--- config.mk ---
export PLATFORM = sky130hd
export DESIGN_NAME = pixel_fetch_ctrl
export DESIGN_NICKNAME = d
export VERILOG_FILES = /design/src/rtl/pokemon_pkg.sv /design/src/rtl/sprite_hit_calc.sv /design/src/rtl/pixel_fetch_ctrl.sv
export SDC_FILE = /design/constraint.sdc
export NUM_CORES = 1
export LEC_CHECK = 0
export BUFFER_PORTS_ARGS = -buffer_cell sky130_fd_sc_hd__buf_4
export CAP_MARGIN = 20
export CORE_ASPECT_RATIO = 1.1
export CORE_MARGIN = 4
export CORE_UTILIZATION = 40
export DETAILED_ROUTE_END_ITERATION = 16
export PLACE_DENSITY_LB_ADDON = 0.1
export SYNTH_ARGS = -nofsm -noshare
export SYNTH_HDL_FRONTEND = slang
export SYNTH_SLANG_ARGS = --single-unit
export TNS_END_PERCENT = 20
--- constraint.sdc ---
create_clock -name Clk -period 4.3 [get_ports Clk]
set_input_delay 1.29 -clock Clk [delete_from_list [all_inputs] [get_ports Clk]]
set_output_delay 1.29 -clock Clk [all_outputs]
set_load 0.02 [all_outputs]
--- src/rtl/pokemon_pkg.sv ---
// Shared definitions for the sprite/background fetch path.
//   MAP_W/MAP_H     : background map size in map pixels
//   SPR_DIM         : sprite edge length in sprite pixels
//   SCALE_SHIFT     : map/sprite to screen scale (log2)
//   screen_state_t  : which screen is being shown
//   fetch_stage_t   : per-pixel side-band carried down the fetch pipeline
//   map_linear_addr : screen coordinate -> linear map/menu RAM address
package pokemon_pkg;

    localparam int unsigned MAP_W       = 320;
    localparam int unsigned MAP_H       = 240;
    localparam int unsigned SPR_DIM     = 16;
    localparam int unsigned SCALE_SHIFT = 1;

    // Visible screen size and on-screen sprite footprint after scaling.
    localparam int unsigned SCREEN_W   = MAP_W << SCALE_SHIFT;
    localparam int unsigned SCREEN_H   = MAP_H << SCALE_SHIFT;
    localparam int unsigned SPR_SCREEN = SPR_DIM << SCALE_SHIFT;

    typedef enum logic [1:0] {
        MENU,
        ARMED,
        MAP
    } screen_state_t;

    typedef struct packed {
        logic valid;
        logic hit;
        logic mode;  // 1 = pixel belongs to the map screen
    } fetch_stage_t;

    // sy*320 + sx, written as shifts so no multiplier is needed.
    function automatic logic [18:0] map_linear_addr(input logic [9:0] draw_x,
                                                    input logic [9:0] draw_y);
        logic [18:0] sx;
        logic [18:0] sy;
        sx = 19'(draw_x >> SCALE_SHIFT);
        sy = 19'(draw_y >> SCALE_SHIFT);
        return (sy << 8) + (sy << 6) + sx;
    endfunction

endpackage

--- src/rtl/sprite_hit_calc.sv ---
// Combinational sprite hit test and character-RAM address generation for one
// 16x16 sprite drawn at 2x scale.
//   en_i        : pixel is visible and in range; a disabled pixel never hits
//   draw_x_i/y  : screen coordinate being drawn
//   spr_x_i/y   : sprite top-left on screen
//   spr_frame_i : sprite frame (already clamped to the stored frame count)
//   hit_o       : pixel lies inside the sprite footprint
//   char_addr_o : frame*256 + row*16 + col on a hit, 0 otherwise
module sprite_hit_calc
    import pokemon_pkg::*;
(
    input  logic        en_i,
    input  logic [9:0]  draw_x_i,
    input  logic [9:0]  draw_y_i,
    input  logic [9:0]  spr_x_i,
    input  logic [9:0]  spr_y_i,
    input  logic [4:0]  spr_frame_i,
    output logic        hit_o,
    output logic [12:0] char_addr_o
);

    // 11-bit signed offsets: a sprite partly off the left/top edge gives a
    // negative offset, which must be a miss rather than wrapping around.
    logic signed [10:0] dx;
    logic signed [10:0] dy;
    logic               in_x;
    logic               in_y;

    always_comb begin
        dx = $signed({1'b0, draw_x_i}) - $signed({1'b0, spr_x_i});
        dy = $signed({1'b0, draw_y_i}) - $signed({1'b0, spr_y_i});

        in_x = ~dx[10] && (dx[9:0] < 10'(SPR_SCREEN));
        in_y = ~dy[10] && (dy[9:0] < 10'(SPR_SCREEN));

        hit_o       = en_i && in_x && in_y;
        char_addr_o = '0;
        if (hit_o) begin
            // 256-byte frames of 16 rows x 16 columns; offsets halved for 2x scale.
            char_addr_o = {spr_frame_i, dy[4:1], dx[4:1]};
        end
    end

endmodule

--- src/rtl/pixel_fetch_ctrl.sv ---
// Per-pixel read scheduler for the character, map and start-menu RAMs.
// Tracks the displayed screen (changes only on frame boundaries), issues one
// read address per RAM per visible pixel, and composites the sprite over the
// map three cycles later.
//   Clk, Reset_n          : clock, synchronous active-low reset
//   frame_start           : one-cycle pulse at start of vertical blank
//   pix_active, DrawX/Y   : pixel being drawn this cycle
//   start_press           : request to leave the menu
//   char_x/y, char_frame  : sprite position/frame, latched on frame_start
//   map/menu/char_addr    : registered RAM read addresses
//   map/menu/char_data    : RAM read data, one cycle after the address
//   pixel_index/valid     : composited palette index and its strobe
//   in_map                : 1 while the map screen is shown
module pixel_fetch_ctrl
    import pokemon_pkg::*;
#(
    parameter logic [7:0]  TRANSPARENT = 8'h00,
    parameter int unsigned CHAR_FRAMES = 25
) (
    input  logic        Clk,
    input  logic        Reset_n,
    input  logic        frame_start,
    input  logic        pix_active,
    input  logic [9:0]  DrawX,
    input  logic [9:0]  DrawY,
    input  logic        start_press,
    input  logic [9:0]  char_x,
    input  logic [9:0]  char_y,
    input  logic [4:0]  char_frame,
    output logic [18:0] map_addr,
    output logic [18:0] menu_addr,
    output logic [12:0] char_addr,
    input  logic [7:0]  map_data,
    input  logic [7:0]  menu_data,
    input  logic [7:0]  char_data,
    output logic [7:0]  pixel_index,
    output logic        pixel_valid,
    output logic        in_map
);

    localparam logic [4:0] LastFrame = 5'(CHAR_FRAMES - 1);

    // Screen mode FSM
    screen_state_t state_q, state_d;

    always_comb begin
        state_d = state_q;
        unique case (state_q)
            MENU:    if (start_press) state_d = ARMED;
            ARMED:   if (frame_start) state_d = MAP;
            MAP:     state_d = MAP;
            default: state_d = MENU;
        endcase
    end

    assign in_map = (state_q == MAP);

    // Frame shadow registers
    logic [9:0] char_x_q, char_x_d;
    logic [9:0] char_y_q, char_y_d;
    logic [4:0] char_frame_q, char_frame_d;

    always_comb begin
        char_x_d     = char_x_q;
        char_y_d     = char_y_q;
        char_frame_d = char_frame_q;
        if (frame_start) begin
            char_x_d     = char_x;
            char_y_d     = char_y;
            char_frame_d = (32'(char_frame) >= CHAR_FRAMES) ? LastFrame : char_frame;
        end
    end

    // Stage 0: address generation
    logic        pix_ok;
    logic        spr_hit;
    logic [12:0] spr_addr;

    assign pix_ok = pix_active && (DrawX < 10'(SCREEN_W)) && (DrawY < 10'(SCREEN_H));

    sprite_hit_calc u_sprite_hit_calc (
        .en_i        (pix_ok),
        .draw_x_i    (DrawX),
        .draw_y_i    (DrawY),
        .spr_x_i     (char_x_q),
        .spr_y_i     (char_y_q),
        .spr_frame_i (char_frame_q),
        .hit_o       (spr_hit),
        .char_addr_o (spr_addr)
    );

    fetch_stage_t s0_q, s0_d;
    logic [18:0]  map_addr_q, map_addr_d;
    logic [12:0]  char_addr_q, char_addr_d;

    always_comb begin
        s0_d        = '0;
        map_addr_d  = '0;
        char_addr_d = '0;
        if (pix_ok) begin
            s0_d.valid  = 1'b1;
            s0_d.hit    = spr_hit;
            // Mode is captured per pixel so a screen switch never affects
            // pixels already in flight.
            s0_d.mode   = (state_q == MAP);
            map_addr_d  = map_linear_addr(DrawX, DrawY);
            char_addr_d = spr_addr;
        end
    end

    // Map and menu RAMs share the same geometry, hence the same address.
    assign map_addr  = map_addr_q;
    assign menu_addr = map_addr_q;
    assign char_addr = char_addr_q;

    // Stage 1: RAM read in progress
    fetch_stage_t s1_q, s1_d;

    assign s1_d = s0_q;

    // Stage 2: compositing
    logic [7:0] pixel_index_q, pixel_index_d;
    logic       pixel_valid_q, pixel_valid_d;

    always_comb begin
        pixel_index_d = '0;
        pixel_valid_d = s1_q.valid;
        if (s1_q.valid) begin
            if (!s1_q.mode) begin
                pixel_index_d = menu_data;
            end else if (s1_q.hit && (char_data != TRANSPARENT)) begin
                pixel_index_d = char_data;
            end else begin
                pixel_index_d = map_data;
            end
        end
    end

    assign pixel_index = pixel_index_q;
    assign pixel_valid = pixel_valid_q;

    // State registers; in-flight pixels are dropped on reset.
    always_ff @(posedge Clk) begin
        if (!Reset_n) begin
            state_q       <= MENU;
            char_x_q      <= '0;
            char_y_q      <= '0;
            char_frame_q  <= '0;
            s0_q          <= '0;
            map_addr_q    <= '0;
            char_addr_q   <= '0;
            s1_q          <= '0;
            pixel_index_q <= '0;
            pixel_valid_q <= 1'b0;
        end else begin
            state_q       <= state_d;
            char_x_q      <= char_x_d;
            char_y_q      <= char_y_d;
            char_frame_q  <= char_frame_d;
            s0_q          <= s0_d;
            map_addr_q    <= map_addr_d;
            char_addr_q   <= char_addr_d;
            s1_q          <= s1_d;
            pixel_index_q <= pixel_index_d;
            pixel_valid_q <= pixel_valid_d;
        end
    end

endmodule

# After elaboration in Yosys (flattened, before gate mapping)
# Index checks and enable logic that the tools add are counted.
# word_totals
input_bits	74
output_inout_bits	61
reg_bits	74
# op_classes
bitwise_logic	2
eq_ne	4
n_reduce_logical	13
addsub	4
n_lt_le_gt_ge	5
n_mux	7
# ops
cell	n
10-bit by 10-bit subtractor with 11-bit output	2
10-bit by 6-bit less-than comparator with 1-bit output, second input constant	2
18-bit by 9-bit adder with 19-bit output	1
17-bit by 15-bit adder with 18-bit output	1
8-bit two-way mux	2
10-bit less-than comparator, second input constant	1
10-bit by 9-bit less-than comparator with 1-bit output, second input constant	1
8-bit nonzero test	1
1-bit logical AND	7
2-bit one-hot mux with 3 select lines	1
2-bit AND reduction	3
5-bit >= comparator, second input constant	1
5-bit two-way mux	1
2-bit two-way mux	2
2-bit inequality test, second input constant	2
3-bit two-way mux	1
3-bit AND reduction	1
2-bit by 1-bit == test with 1-bit output, second input constant	1
2-bit == test, second input constant	1
2-bit zero test	1
1-bit inverter	2

# Longest topological paths before layout
# depth
word_depth	6
mapped_depth	10
ltp_nobuf	10

# Cells and area by module
# From an unflattened synthesis, not the netlist that was laid out.
# hier_totals
cells_unflattened	475
hier_area_um2	4425.5
# modules_own_cells
module	instances	cells_per_inst	area_per_inst_um2
pixel_fetch_ctrl	1	306	3174.3
sprite_hit_calc	1	169	1251.2

# Least setup slack after synthesis
# Ideal clock, no wire load.
# synth_timing
path_type	input-to-reg
startpoint	input port DrawX[9]
endpoint	register map_addr_q[15], in the netlist map_addr[15]
path_slack_ns	0.873
t_arrival_ns	3.311
path_buffers	0
setup_time_ns	0.116
stages	9
t_required_ns	4.184
path_cell_list	fa_1 fa_1 a21o_1 a21oi_1 nor2b_1 o21a_1 o41ai_1 xor2_1 nor2_1
# synth_via
elab_chain_cells	4
word_cells_on_any_way	5
# synth_lines
item	line	source
from (decl)	pixel_fetch_ctrl.sv:24	input logic [9:0] DrawX,
10-bit less-than comparator	pixel_fetch_ctrl.sv:79	assign pix_ok = pix_active && (DrawX < 10'(SCREEN_W)) && (DrawY < 10'(SCREEN_H));
1-bit logical AND (2 in a row)	pixel_fetch_ctrl.sv:79	
2-bit AND reduction (no line)	n/a	
to (signal assigned)	pixel_fetch_ctrl.sv:161	map_addr_q <= map_addr_d;
to (decl)	pixel_fetch_ctrl.sv:93	logic [18:0] map_addr_q, map_addr_d;
# Several ways; a longest one is shown, not always the timed one.
# A chain may end at the register's enable or synchronous reset.

# Worst setup path in the final report
# layout_timing
startpoint	input port DrawY[1]
endpoint	register char_addr_q[5], in the netlist char_addr[5]
# layout_via
elab_chain_cells	5
word_cells_on_any_way	9
# layout_lines
item	line	source
from (decl)	pixel_fetch_ctrl.sv:25	input logic [9:0] DrawY,
10-bit by 10-bit subtractor with 11-bit output / 10-bit by 9-bit less-than comparator with 1-bit output (equally long branches)	sprite_hit_calc.sv:31, pixel_fetch_ctrl.sv:79	
10-bit by 6-bit less-than comparator with 1-bit output, or another cell as far along	sprite_hit_calc.sv:34	in_y = ~dy[10] && (dy[9:0] < 10'(SPR_SCREEN));
1-bit logical AND (on tied branches)	sprite_hit_calc.sv:34, sprite_hit_calc.sv:36	
1-bit logical AND	sprite_hit_calc.sv:36	hit_o = en_i && in_x && in_y;
3-bit AND reduction (no line)	n/a	
to (signal assigned)	pixel_fetch_ctrl.sv:162	char_addr_q <= char_addr_d;
to (decl)	pixel_fetch_ctrl.sv:94	logic [12:0] char_addr_q, char_addr_d;
# Several ways; a longest one is shown, not always the timed one.

==> impl_metrics.toml <==
[status]
status = "finished clean"

[pwr]
power_frac_comb_pct = 25.6
p_sw_mw = 0.511
cellInternalPower_mw = 1.12
leakagePower_nw = 2.42
seq_power_share_pct = 44.4
clk_network_pwr_share_pct = 30.0
power_mw = 1.63
powerDensity_nw_per_um2 = 319
p_sw_share_pct = 31.4
irDropWorstVdd_uv = 155

[synthesis]
synth_enable_flop_cells = 0
synth-seq-area-share_pct = 36.8
ys_seq_elements = 73
simple_logic_cell_fraction_of_the_synthesized_area_pct = 19.9
syn_area_per_cell_um2 = 9.20
synth.lib_cells_used.distinct = 59
synth.area.mux_share_pct = 6.54
synthesis.yosys.warnings = 0
largest_family_of_logic_cells_by_synthesized_area = "simple AND/OR/NAND/NOR gates"
yosys.area_share.adder_pct = 14.3
syn_area_um2 = 3980
ys.flop_type = "dfxtp_1"
post_synth_inst_count = 432
async_flop_share_pct = 0
synth_compound_area_share_pct = 11.9
synthXorXnorAreaFrac_pct = 1.98

[clocking]
tritoncts = "done"
cts_buffer_depth = 2
clkLatencyLatePin_ns = 0.35
tritoncts.num_buffers = 9
hold_buffers = 0
cts_resized = 0
numClockSinks = 73
clock_pin_slew_on_the_worst_setup_and_hold_paths_ns = 0.09
ctsRootBufferMaster = "clkbuf_8"
cts_setup_buffers = 0
htreeDepth = 3

[timing]
slew_violations = 0
skew_ns = 0.0148
finalHoldViolCount = 0
maxClockFrequency_mhz = 300
slew-limit-headroom_pct = 63.5
ratio_of_final_minimum_period_to_clock_period_pct = 77.6
report.final.setup_viol = 0
worst_pin_slew_ns = 0.544
rsz0062_at_grt = "no"
layout_min_cycle_time_ns = 3.34
timing.hold.ws_ns = 0.430
fin_setup_tns_ns = 0

[critical_path]
crit_path_max_fanout = 10
required_ns = 4.58
timing.rr.start = "char_y_q[0]$_SDFFE_PN0P_"
path_class = "primary input to flip-flop"
worstSetupStartpoint = "DrawY[1]"
worstSetupEndpointType = "flip-flop"
crit_path_start_kind = "primary input"
arrival_ns = 3.61
worst-r2r-cell-count = 10

[floorplan]
core-area_um2 = 9540
design.die.area_um2 = 11600
die_width_um = 103
initial_core_utilization_pct = 41.7
floorplan.die.height_um = 113
num_io_pins = 135
placement_rows = 37

[worst_hold_path]
min_path_cells = 1
worst_hold_startpoint = "s0_q[2]$_SDFF_PN0_"
worst_hold_path_type = "flip-flop to flip-flop"

[route]
routed_wire_length_per_instance_um = 13.7
drtPass1Iterations = 4
met2RoutedLength_um = 4450
routed-wl-met3_um = 643
final_antenna_net_count = 0
top_layer_used = "met4"
met1Wirelength_um = 3990
drc = 0
drt-initial-drc-count = 122
via_per_inst = 4.80
via_count = 3219
routed_wl_um = 9180

[place]
globalplace.congestion = 0.825
buffer_ports.inserted = 132
dp_hpwl_um = 7310

[layout]
mostFrequentLayoutCells = "buf_4, dfxtp_1, ha_1, inv_1, nor2b_1"
antenna_cells = 0
final_nets = 665
final_common_cell = "buf_4"
post_route_cells_drive_above_1_share_pct = 29.7
synthesis_to_finish_area_growth_pct = 28.4

[global_routing]
via_count_of_the_first_global_routing_pass = 2996
grt_max_degree = 32
grt_antenna_before_repair = 0
grt-ovfl-total = 0
grt_use_total_pct = 15.9
wire_length_of_the_first_global_routing_pass_um = 14500

[job]
cap_violations = 0
kinds of logic after synthesis:
kind of cell,Yosys count
simple gates,144
mux,26
buf+inv,69
xor+xnor,9
fa+ha+maj,43
flops,73
compound gates,67
other cells,1
state kept, by name (all words and copies together) (netlist names):
register       cells
char_addr         13
char_frame_q       5
char_x_q          10
char_y_q          10
map_addr          18
pixel_index        8
pixel_valid        1
pixel_valid_d      1
s0_q               3
s1_q               2
state_q            2
worst paths after layout:
kind | end | slack [ns]
setup / recovery | char_addr[5]$_SDFF_PN0_ | 0.96
hold / removal | pixel_valid_d$_SDFF_PN0_ | 0.43
setup reg to reg | char_addr[5]$_SDFF_PN0_ | 1.66
hold reg to reg | pixel_valid_d$_SDFF_PN0_ | 0.43
power by group through the flow:
stage	sequential (mW)	clock, mW	combinational, mW
after CTS	0.723	0.506	0.420
final	0.723	0.489	0.416
after global routing	0.728	0.530	0.471
after floorplan	0.742	0	0.283
after global placement	0.738	0	0.410
after detailed placement	0.739	0	0.417
final cells by class:
class                   count  area (um2)
multi-input cells         292        2180
flip-flops and latches     73        1460
repair buffers            134        1010
clock buffers              10         128
fillers                   928        4430
well taps                 117         146
clock inverters             6        42.5
inverters                  38         143
per-layer routing:
layer  GRT usage [%]  vias up
li1                -     1680
met5               0        -
met3            4.66        8
met1            20.1     1437
met4            4.23        0
met2            26.1       94
critical path, cell delays in order:
cell and delay, ns:
buf_4 0.12, inv_1 0.06, fa_1 0.43, and2b_1 0.24, o2111ai_1 0.15, and4b_1 0.23, o21a_1 0.17, a211oi_1 0.23
nand4_2 0.24, buf_4 0.26, nor3_1 0.18
through the flow:
stage | area (um2) | util (%) | setup slack (ns) | instances
global route | 5110 | 53.5 | 0.773 | 670
CTS | 5110 | 53.5 | 0.975 | 670
detailed placement | 4940 | 51.8 | 0.618 | 654
floorplan | 3980 | - | 0.873 | 434
global placement | 4940 | 51.8 | 0.644 | 654
finish | 5110 | 53.5 | 0.961 | 670
synthesized netlist by cell type, types with 13 or more instances:
library cell	instances	area, um2
nor2_1	30	113
dfxtp_1	73	1460
nor2b_1	32	200
nand2_1	20	75.1
and2_1	15	93.8
ha_1	39	488
inv_1	38	143
buf_4	20	150
a21oi_1	13	65.1
mux2i_1	26	260
(Power assumes the default switching activity.)
